==> src/rtl/fft_tw_pkg.sv <==
// Shared twiddle definitions for the forward and inverse FFT rotators:
// widths, the quarter-wave cos table, sample types and round/saturate helpers.
package fft_tw_pkg;

  localparam int DW       = 18;
  localparam int FRAC     = 16;
  localparam int TW_STAGE = 7;
  localparam int QW       = 1 << (TW_STAGE - 2);

  typedef logic signed [DW-1:0]   sample_t;
  typedef logic signed [2*DW-1:0] prod_t;
  typedef logic signed [2*DW:0]   acc_t;

  typedef struct packed {
    sample_t re;
    sample_t im;
  } cplx_t;

  localparam sample_t SMAX = sample_t'({1'b0, {(DW-1){1'b1}}});
  localparam sample_t SMIN = sample_t'({1'b1, {(DW-1){1'b0}}});
  localparam acc_t    RND_HALF = acc_t'(1) << (FRAC - 1);

  // round(cos(2*pi*a/128) * 65536), a = 0..31
  localparam sample_t COS_QW [QW] = '{
    18'sd65536, 18'sd65457, 18'sd65220, 18'sd64827, 18'sd64277, 18'sd63572, 18'sd62714, 18'sd61705,
    18'sd60547, 18'sd59244, 18'sd57798, 18'sd56212, 18'sd54491, 18'sd52639, 18'sd50660, 18'sd48559,
    18'sd46341, 18'sd44011, 18'sd41576, 18'sd39040, 18'sd36410, 18'sd33692, 18'sd30893, 18'sd28020,
    18'sd25080, 18'sd22078, 18'sd19024, 18'sd15924, 18'sd12785, 18'sd9616,  18'sd6424,  18'sd3216
  };

  // sin(theta) = cos(pi/2 - theta); index 32-a wraps to 0 only for a=0, handled explicitly
  function automatic sample_t sin_qw(input logic [TW_STAGE-3:0] a);
    logic [TW_STAGE-3:0] m;
    m = -a;
    return (a == '0) ? '0 : COS_QW[m];
  endfunction

  function automatic acc_t round_frac(input acc_t x);
    return (x + RND_HALF) >>> FRAC;
  endfunction

  function automatic sample_t sat_clip(input acc_t x);
    sample_t r;
    if (x > acc_t'(SMAX))      r = SMAX;
    else if (x < acc_t'(SMIN)) r = SMIN;
    else                       r = x[DW-1:0];
    return r;
  endfunction

  function automatic logic sat_ovf(input acc_t x);
    return (x > acc_t'(SMAX)) || (x < acc_t'(SMIN));
  endfunction

endpackage

==> src/rtl/itwiddle_rotator_if.sv <==
// Complex sample stream with valid/ready handshake and frame-last marker.
interface itwiddle_rotator_if;
  import fft_tw_pkg::*;

  logic    valid;
  logic    ready;
  logic    last;
  sample_t re;
  sample_t im;

  modport master (output valid, re, im, last, input ready);
  modport slave  (input valid, re, im, last, output ready);

endinterface

==> src/rtl/itw_rom.sv <==
// Registered twiddle lookup: quarter-wave table plus quadrant folding for a 7-bit phase.
module itw_rom
  import fft_tw_pkg::*;
(
  input  logic                clk,
  input  logic                rst_n,
  input  logic                en,
  input  logic [TW_STAGE-1:0] p,
  output sample_t             c,
  output sample_t             s
);

  logic [1:0]          q;
  logic [TW_STAGE-3:0] a;
  sample_t             cq, sq, c_nxt, s_nxt;

  always_comb begin
    q     = p[TW_STAGE-1:TW_STAGE-2];
    a     = p[TW_STAGE-3:0];
    cq    = COS_QW[a];
    sq    = sin_qw(a);
    c_nxt = cq;
    s_nxt = sq;
    case (q)
      2'd1: begin c_nxt = -sq; s_nxt = cq;  end
      2'd2: begin c_nxt = -cq; s_nxt = -sq; end
      2'd3: begin c_nxt = sq;  s_nxt = -cq; end
      default: ;
    endcase
  end

  always_ff @(posedge clk or negedge rst_n) begin
    if (!rst_n) begin
      c <= '0;
      s <= '0;
    end else if (en) begin
      c <= c_nxt;
      s <= s_nxt;
    end
  end

endmodule

==> src/rtl/itwiddle_rotator.sv <==
// Inverse-FFT twiddle rotator: y = x * (cos + j sin)(2*pi*p/128), 3-stage pipeline.
// Optional ITW_SAT_FLAG_EN adds a sat_flag output registered with the sample.
module itwiddle_rotator
  import fft_tw_pkg::*;
(
  input  logic                clk,
  input  logic                rst_n,
  input  logic [TW_STAGE-1:0] step,
  itwiddle_rotator_if.slave   sample_in,
  itwiddle_rotator_if.master  sample_out
`ifdef ITW_SAT_FLAG_EN
  ,
  output logic                sat_flag
`endif
);

  logic                en, accept;
  logic [TW_STAGE-1:0] phase;
  logic                v1, v2, v3;
  logic                last1, last2, last3;
  sample_t             re1, im1, c1, s1, re3, im3;
  prod_t               rc2, is2, rs2, ic2;
  acc_t                yr, yi;

  // whole pipeline advances together; a full output register stalls everything
  assign en              = sample_out.ready | ~v3;
  assign accept          = sample_in.valid & en;
  assign sample_in.ready = en;

  always_ff @(posedge clk or negedge rst_n) begin
    if (!rst_n)      phase <= '0;
    else if (accept) phase <= sample_in.last ? '0 : phase + step;
  end

  itw_rom u_rom (
    .clk   (clk),
    .rst_n (rst_n),
    .en    (en),
    .p     (phase),
    .c     (c1),
    .s     (s1)
  );

  always_ff @(posedge clk or negedge rst_n) begin
    if (!rst_n) begin
      v1    <= 1'b0;
      re1   <= '0;
      im1   <= '0;
      last1 <= 1'b0;
      v2    <= 1'b0;
      rc2   <= '0;
      is2   <= '0;
      rs2   <= '0;
      ic2   <= '0;
      last2 <= 1'b0;
    end else if (en) begin
      v1    <= accept;
      re1   <= sample_in.re;
      im1   <= sample_in.im;
      last1 <= sample_in.last;
      v2    <= v1;
      rc2   <= re1 * c1;
      is2   <= im1 * s1;
      rs2   <= re1 * s1;
      ic2   <= im1 * c1;
      last2 <= last1;
    end
  end

  always_comb begin
    yr = round_frac(acc_t'(rc2) - acc_t'(is2));
    yi = round_frac(acc_t'(rs2) + acc_t'(ic2));
  end

  always_ff @(posedge clk or negedge rst_n) begin
    if (!rst_n) begin
      v3    <= 1'b0;
      re3   <= '0;
      im3   <= '0;
      last3 <= 1'b0;
    end else if (en) begin
      v3    <= v2;
      re3   <= sat_clip(yr);
      im3   <= sat_clip(yi);
      last3 <= last2;
    end
  end

`ifdef ITW_SAT_FLAG_EN
  always_ff @(posedge clk or negedge rst_n) begin
    if (!rst_n)  sat_flag <= 1'b0;
    else if (en) sat_flag <= sat_ovf(yr) | sat_ovf(yi);
  end
`endif

  assign sample_out.valid = v3;
  assign sample_out.re    = re3;
  assign sample_out.im    = im3;
  assign sample_out.last  = last3;

endmodule

==> src/flat_wrapper.sv <==
// flat-port wrapper written by rule: the top's interface ports become plain ports
module itwiddle_rotator_flat import fft_tw_pkg::*;
  (clk, rst_n, step, sample_in_valid, sample_in_re, sample_in_im, sample_in_last, sample_in_ready, sample_out_valid, sample_out_re, sample_out_im, sample_out_last, sample_out_ready);
  itwiddle_rotator_if sample_in_i ();
  itwiddle_rotator_if sample_out_i ();
  input  logic clk;
  input  logic rst_n;
  input  logic [TW_STAGE-1:0] step;
  input wire logic [$bits(sample_in_i.valid)-1:0] sample_in_valid;
  input wire logic [$bits(sample_in_i.re)-1:0] sample_in_re;
  input wire logic [$bits(sample_in_i.im)-1:0] sample_in_im;
  input wire logic [$bits(sample_in_i.last)-1:0] sample_in_last;
  output wire logic [$bits(sample_in_i.ready)-1:0] sample_in_ready;
  output wire logic [$bits(sample_out_i.valid)-1:0] sample_out_valid;
  output wire logic [$bits(sample_out_i.re)-1:0] sample_out_re;
  output wire logic [$bits(sample_out_i.im)-1:0] sample_out_im;
  output wire logic [$bits(sample_out_i.last)-1:0] sample_out_last;
  input wire logic [$bits(sample_out_i.ready)-1:0] sample_out_ready;
  assign sample_in_i.valid = sample_in_valid;
  assign sample_in_i.re = sample_in_re;
  assign sample_in_i.im = sample_in_im;
  assign sample_in_i.last = sample_in_last;
  assign sample_in_ready = sample_in_i.ready;
  assign sample_out_valid = sample_out_i.valid;
  assign sample_out_re = sample_out_i.re;
  assign sample_out_im = sample_out_i.im;
  assign sample_out_last = sample_out_i.last;
  assign sample_out_i.ready = sample_out_ready;
  itwiddle_rotator u_core (.clk(clk), .rst_n(rst_n), .step(step), .sample_in(sample_in_i), .sample_out(sample_out_i));
endmodule
==> config.mk <==
export PLATFORM = sky130hd
export DESIGN_NAME = itwiddle_rotator_flat
export DESIGN_NICKNAME = d
export VERILOG_FILES = /design/src/rtl/fft_tw_pkg.sv /design/src/rtl/itwiddle_rotator_if.sv /design/src/rtl/itw_rom.sv /design/src/rtl/itwiddle_rotator.sv /design/src/flat_wrapper.sv
export SDC_FILE = /design/constraint.sdc
export NUM_CORES = 2
export LEC_CHECK = 0
export BUFFER_PORTS_ARGS = -buffer_cell sky130_fd_sc_hd__buf_2
export CORE_MARGIN = 1.5
export CORE_UTILIZATION = 50
export CTS_BUF_LIST = sky130_fd_sc_hd__clkbuf_16
export DETAILED_ROUTE_END_ITERATION = 10
export PLACE_DENSITY = 0.66
export REMOVE_ABC_BUFFERS = 1
export SLEW_MARGIN = 15
export SYNTH_ARGS = -nofsm -noshare
export SYNTH_HDL_FRONTEND = slang
export SYNTH_SLANG_ARGS = --single-unit
==> constraint.sdc <==
create_clock -name clk -period 10.9 [get_ports clk]
set_input_delay 1.09 -clock clk [delete_from_list [all_inputs] [get_ports clk]]
set_output_delay 1.09 -clock clk [all_outputs]
set_load 0.03 [all_outputs]
## Word level (Yosys, flattened, before mapping)

Memory sizes are Yosys's and may differ from the RTL's.
Cells that the tools add are included.

| operators by class | value |
|---|---|
| $add $sub $neg | 8 |
| $mul | 4 |
| divide/modulo/power cells | 0 |
| magnitude comparators | 6 |
| equal/unequal tests | 3 |
| shift-type cells | 0 |
| multiplexer cells | 12 |
| bitwise logic cells | 5 |
| reduce and logical (&&, ||, !) cells | 1 |

Operators by type and width:

| cell | number |
|---|---|
| 2-to-1 mux 18 bit | 9 |
| multiplier 18 x 18 -> 36 bit | 4 |
| one-hot mux 18 bit (3 select lines) | 2 |
| adder 37 x 17 -> 37 bit (second input constant) | 2 |
| greater-than comparator 21 x 18 -> 1 bit (second input constant) | 2 |
| < comparator 21 x 18 -> 1 bit (second input constant) | 2 |
| adder 36 x 36 -> 37 bit | 1 |
| subtractor 36 x 36 -> 37 bit | 1 |
| negation 18 bit | 2 |
| greater-or-equal comparator 6 bit (second input constant) | 2 |
| inverter 5 -> 6 bit | 2 |
| adder 7 bit | 1 |
| 2-to-1 mux 7 bit | 1 |
| zero test 5 bit | 1 |
| negation 5 bit | 1 |
| equality test 2 bit (second input constant) | 2 |
| equality test 2 x 1 -> 1 bit (second input constant) | 1 |
| bitwise AND 1 bit | 1 |
| inverter 1 bit | 1 |
| OR 1 bit | 1 |

| storage, ports and cells | value |
|---|---|
| register bits | 265 |
| latch bits | 0 |
| bits in writable memories | 0 |
| bits in read-only memories | 1152 |
| input port bits | 48 |
| memories | 2 |

Memories:

| name | words | bits a word | rd ports | clocked after memory_dff | wr ports | RTL line | source |
|---|---|---|---|---|---|---|---|
| (no name shown) | 32 | 18 | 1 | 0 | 0 | fft_tw_pkg.sv:35 | `return (a == '0) ? '0 : COS_QW[m];` |
| (no name shown) | 32 | 18 | 1 | 0 | 0 | itw_rom.sv:20 | `cq = COS_QW[a];` |

## Logic depth before layout (Yosys ltp)

| logic depth | value |
|---|---|
| depth in word-level cells | 8 |
| gate-level depth with buffers | 28 |
| gate-level depth less buffers | 26 |

## By module

A second synthesis with hierarchy kept.

| unflattened totals | value |
|---|---|
| cell total of the unflattened synthesis | 7452 |
| area total of the unflattened synthesis | 66261.0 um^2 |

Modules (own cells, without submodules):

| module | instances | cells each | area each (um^2) |
|---|---|---|---|
| itwiddle_rotator | 1 | 6730 | 60894.7 |
| itw_rom | 1 | 722 | 5366.4 |

## Worst setup path before layout

Ideal clock, no wire load.

| timing | value |
|---|---|
| kind | reg-to-reg |
| from | reg u_core.im1[17] |
| to | reg u_core.is2[35] |
| setup time | 0.137 ns |
| data arrival time | 6.494 ns |
| data required time | 10.763 ns |
| setup slack | 4.270 ns |
| stages on the path, launching flop included | 27 |
| buffers on the path | 2 |
| cells stage by stage | dfrtp_1 -> clkbuf_1 -> clkbuf_1 -> nand2_1 -> fa_1 -> inv_1 -> fa_1 -> inv_1 -> fa_1 -> inv_1 -> fa_1 -> fa_1 -> inv_1 -> fa_1 -> inv_1 -> ha_1 -> a21o_1 -> a21oi_1 -> o31ai_1 -> a41o_1 -> o21ai_0 -> a21oi_1 -> o41ai_1 -> o2111ai_1 -> a21oi_1 -> xnor2_1 -> a21oi_1 |

| between the ends | value |
|---|---|
| cells in the longest elaborated chain, start to end | 1 |

RTL lines:

| element | RTL line | source |
|---|---|---|
| start: declaration | itwiddle_rotator.sv:21 | `sample_t re1, im1, c1, s1, re3, im3;` |
| start signal: assignment | itwiddle_rotator.sv:59 | `im1 <= sample_in.im;` |
| multiplier 18 x 18 -> 36 bit | itwiddle_rotator.sv:63 | `is2 <= im1 * s1;` |
| end signal: assignment | itwiddle_rotator.sv:63 |  |
| end: declaration | itwiddle_rotator.sv:22 | `prod_t rc2, is2, rs2, ic2;` |

Every way passes these cells.
A chain may end at the register's enable or synchronous reset.

## Worst setup path in the final report

| timing | value |
|---|---|
| from | reg u_core.u_rom.s[0] |
| to | reg u_core.is2[35] |

| between the ends | value |
|---|---|
| cells in the longest elaborated chain, start to end | 1 |

RTL lines:

| element | RTL line | source |
|---|---|---|
| start: declaration | itw_rom.sv:10 | `output sample_t s` |
| start signal: assignment | itw_rom.sv:38 | `s <= s_nxt;` |
| multiplier 18 x 18 -> 36 bit | itwiddle_rotator.sv:63 |  |

Every way passes these cells.

==> results.py <==
metrics = {
    "run_status": {
        "outcome": "complete, no violations",
    },
    "yosys": {
        "yosys.area_share.simple": 0.162,
        "synthArstFlopShare": 1.00,
        "synth-edff-count": 0,
        "netlist-cell-type-count": 84,
        "synthAdderAreaFrac": 0.508,
        "synth.yosys.seq_area_share": 0.102,
        "synthMuxAreaShare": 0.00765,
        "synth_area_per_cell_um2": 8.89,
        "cells_after_synthesis": 7318,
        "synth.cell_area_um2": 65100,
        "synthFlopType": "sky130_fd_sc_hd__dfrtp_1",
        "post_synth_xor_area_fraction": 0.0260,
        "synth-compound-area-share": 0.0822,
        "synth_top_family_by_area": "adder cells",
        "yosys_synthesis_warning_count": 0,
        "ys_ff_latch": 265,
    },
    "worst_setup_path": {
        "cpMostUsedCell": "sky130_fd_sc_hd__fa_1",
        "critical_path_peak_fanout": 37,
        "element_type_at_the_critical_path_end": "register",
        "worstPathRequired_ns": 11.36,
        "crit_arrival_ns": 8.67,
        "cp_cell_sequence": "and2_1 > fa_1 > fa_1 > ha_1 > inv_1 > fa_1 > inv_1 > fa_1 > inv_1 > fa_1 > inv_1 > ha_1 > a2111oi_0 > a2111oi_0 > o21ai_0 > a21oi_1 > o41ai_1 > o2111ai_1 > a21oi_1 > xnor2_1 > a21oi_1",
        "critPathLaunchType": "register",
        "highest_cell_delay_on_the_worst_timing_path_ns": 1.12,
        "crit_slowest_cell": "sky130_fd_sc_hd__a2111oi_0",
        "worst-setup-path-type": "register to register",
    },
    "timing": {
        "min_period_over_period": 0.753,
        "whs_ns": 0.465,
        "fin_max_slew_vios": 0,
        "timing.final.setup_violations": 0,
        "max_clock_freq_ghz": 0.122,
        "rsz0062_at_grt": "false",
        "worst-slew-pin-transition_ns": 1.33,
        "fin_worst_skew_ns": 0.0472,
        "post-route-min-period_ns": 8.21,
        "max-slew-margin-rel": 0.0919,
        "hold_viol": 0,
    },
    "floorplan": {
        "initial_utilization": 0.503,
        "chipWidth_um": 364,
        "ioPinCount": 87,
        "die-area_um2": 132000,
        "floorplan.rows": 132,
        "die_height_um": 364,
        "core_area_um2": 129000,
    },
    "drt": {
        "wl_per_cell_um": 18.3,
        "drt_drc_violations_left": 0,
        "wirelength_mm": 164,
        "count_of_routing_violations_after_the_opening_detailed_route_iteration": 3209,
        "post_drt_via_cell_ratio": 5.42,
        "antenna_nets_post_route": 0,
        "num_vias": 48300,
        "drtPass1Iterations": 6,
    },
    "flow_run": {
        "cap_violations": 0,
    },
    "cells_and_area": {
        "n_antenna_cell": 0,
        "final_layout_size_suffix_gt1_frac": 0.0434,
        "finalNetCount": 9042,
        "fillerInstances": 11900,
        "layout.core_utilization": 0.528,
        "area_delta_synth_final_pct": 4.91,
        "post_layout_inst_area_um2": 68300,
        "finalNonFillerCells": 8915,
        "multi_input_area_um2": 51100,
        "layout.area.seq_um2": 6660,
    },
    "clock_tree": {
        "clock_sinks": 265,
        "insertion_delay_ns": 0.63,
        "cts_setup_buffers": 0,
        "cts_repair_resize_count": 0,
        "clkTransAtPathRegs_ns": 0.06,
        "cts_buffers": 41,
        "cts_tree": "yes",
        "htree_levels": 2,
        "cts_hold_buf": 0,
        "clockBufferDepth": 3,
        "cts_root_buffer": "sky130_fd_sc_hd__clkbuf_16",
    },
    "place": {
        "port-buffer-count": 86,
        "dp_hpwl_mm": 125,
        "finalWeightedCongestion": 0.898,
        "dp.cells": 8841,
        "postPlaceCellArea_um2": 66900,
    },
    "min_path": {
        "min-delay-path-class": "register to register",
    },
    "global_route": {
        "vias_in_the_first_global_route": 50300,
        "grt_util_all_layers": 0.260,
        "largest_net_degree_at_the_start_of_global_routing": 118,
        "global_route_wire_length_before_repair_mm": 272,
        "globalRoute.totalOverflow": 0,
        "antenna_found_initial": 1,
    },
}
area by class of cell:
| type | instances | area share |
|---|---|---|
| Timing Repair Buffer | 179 | 0.0167 |
| Multi-Input combinational cell | 5110 | 0.749 |
| Inverter | 1545 | 0.0850 |
| Tap cell | 1742 | 0.0319 |
| Clock inverter | 33 | 0.00495 |
| Clock buffer | 41 | 0.0150 |
| Sequential cell | 265 | 0.0975 |
state kept, by name, summed over array words and instances, names as in the netlist, 18 cells and up:
name and cells:
u_core.is2 36, u_core.re1 18, u_core.sample_out.re 18, u_core.sample_out.im 18
u_core.im1 18, u_core.u_rom.s 18, u_core.u_rom.c 18, u_core.rs2 36
u_core.ic2 36, u_core.rc2 36
placed cells by master, fill, tap and decap left out, types with 19 or more instances in the layout:
cell type	Yosys	routed
sky130_fd_sc_hd__inv_1	1542	1544
sky130_fd_sc_hd__fa_1	1317	1317
sky130_fd_sc_hd__nand2_1	997	997
sky130_fd_sc_hd__and2_1	645	645
sky130_fd_sc_hd__ha_1	535	535
sky130_fd_sc_hd__a21oi_1	275	275
sky130_fd_sc_hd__nor2_1	267	267
sky130_fd_sc_hd__dfrtp_1	265	246
sky130_fd_sc_hd__o21ai_0	177	177
sky130_fd_sc_hd__xnor2_1	117	117
sky130_fd_sc_hd__buf_4	2	93
sky130_fd_sc_hd__buf_2	8	85
sky130_fd_sc_hd__a21o_1	77	77
sky130_fd_sc_hd__xor2_1	76	76
sky130_fd_sc_hd__nand2b_1	61	61
sky130_fd_sc_hd__nand3_1	52	52
sky130_fd_sc_hd__clkbuf_16	0	41
sky130_fd_sc_hd__a211oi_1	39	39
sky130_fd_sc_hd__nor2b_1	39	38
sky130_fd_sc_hd__nor3_1	38	38
sky130_fd_sc_hd__o21a_1	34	34
sky130_fd_sc_hd__a31oi_1	32	31
sky130_fd_sc_hd__o31ai_1	24	24
sky130_fd_sc_hd__a221o_1	21	21
sky130_fd_sc_hd__o21bai_1	20	20
sky130_fd_sc_hd__dfrtp_2	0	19
worst max-delay path: cells and delay by family (launching register included):
kind	cells	cell delay (ns)
adders and majority gates	7	3.00
and+or+nand+nor	1	0.30
DFF	1	0.96
xor gates and xnor gates	1	0.13
AOI/OAI and AO/OA	8	3.44
buffers and inverters	4	0.20
Yosys cell counts (9+ instances only):
cell / n / area [µm²]
sky130_fd_sc_hd__a211oi_1: 39 / 293
sky130_fd_sc_hd__a21o_1: 77 / 578
sky130_fd_sc_hd__a21oi_1: 275 / 1380
sky130_fd_sc_hd__a221o_1: 21 / 210
sky130_fd_sc_hd__a221oi_1: 10 / 87.6
sky130_fd_sc_hd__a31oi_1: 32 / 200
sky130_fd_sc_hd__and2_1: 645 / 4040
sky130_fd_sc_hd__and3_1: 16 / 100
sky130_fd_sc_hd__buf_1: 9 / 33.8
sky130_fd_sc_hd__clkbuf_1: 376 / 1410
sky130_fd_sc_hd__dfrtp_1: 265 / 6630
sky130_fd_sc_hd__fa_1: 1317 / 26400
sky130_fd_sc_hd__ha_1: 535 / 6690
sky130_fd_sc_hd__inv_1: 1542 / 5790
sky130_fd_sc_hd__mux2i_1: 16 / 160
sky130_fd_sc_hd__mux4_2: 13 / 293
sky130_fd_sc_hd__nand2_1: 997 / 3740
sky130_fd_sc_hd__nand2b_1: 61 / 382
sky130_fd_sc_hd__nand3_1: 52 / 260
sky130_fd_sc_hd__nand4_1: 16 / 100
sky130_fd_sc_hd__nor2_1: 267 / 1000
sky130_fd_sc_hd__nor2b_1: 39 / 244
sky130_fd_sc_hd__nor3_1: 38 / 190
sky130_fd_sc_hd__o2111ai_1: 9 / 78.8
sky130_fd_sc_hd__o211ai_1: 16 / 120
sky130_fd_sc_hd__o21a_1: 34 / 255
sky130_fd_sc_hd__o21ai_0: 177 / 886
sky130_fd_sc_hd__o21bai_1: 20 / 150
sky130_fd_sc_hd__o22ai_1: 9 / 56.3
sky130_fd_sc_hd__o31ai_1: 24 / 180
sky130_fd_sc_hd__or2_2: 11 / 68.8
sky130_fd_sc_hd__or3_1: 14 / 87.6
sky130_fd_sc_hd__xnor2_1: 117 / 1020
sky130_fd_sc_hd__xor2_1: 76 / 666
per-layer routing:
metal	part of all wire	up-vias	GRT usage
li1	-	21800	-
met1	0.43	24800	0.368
met2	0.46	1505	0.412
met3	0.066	256	0.0332
met4	0.039	0	0.0906
met5	0	-	0
kinds of logic (layout without fill, tap and decap cells):
group,count (synthesis),after routing
xor gates and xnor gates,193,193
buffers and inverters,1943,1798
and+or+nand+nor,2190,2190
muxes,33,33
adders and majority gates,1852,1852
AOI/OAI and AO/OA,842,842
DFF,265,265
path summary, 6_finish.rpt:
kind,start,slack [ns],endpoint,cells after the start
min in group asynchronous,rst_n,0.58,u_core.last2,1
min reg2reg,u_core.last1,0.47,u_core.last1,2
max reg2reg,u_core.u_rom.s[0],2.69,u_core.is2[35],21
min,u_core.last1,0.47,u_core.last1,2
max,u_core.u_rom.s[0],2.69,u_core.is2[35],21
max in group asynchronous,rst_n,8.13,u_core.re1[6],3
stage by stage:
step / TNS [ns] / setup slack [ns]
2_1_floorplan: -1521.95 / -8.46
4_1_cts: 0 / 2.95
6_report: 0 / 2.69
3_3_place_gp: 0 / 2.99
3_5_place_dp: 0 / 2.96
5_1_grt: 0 / 2.47
Power is left out: the tool's default activity adds up to more than one toggle a clock period on the data nets, which glitch-free logic cannot reach.
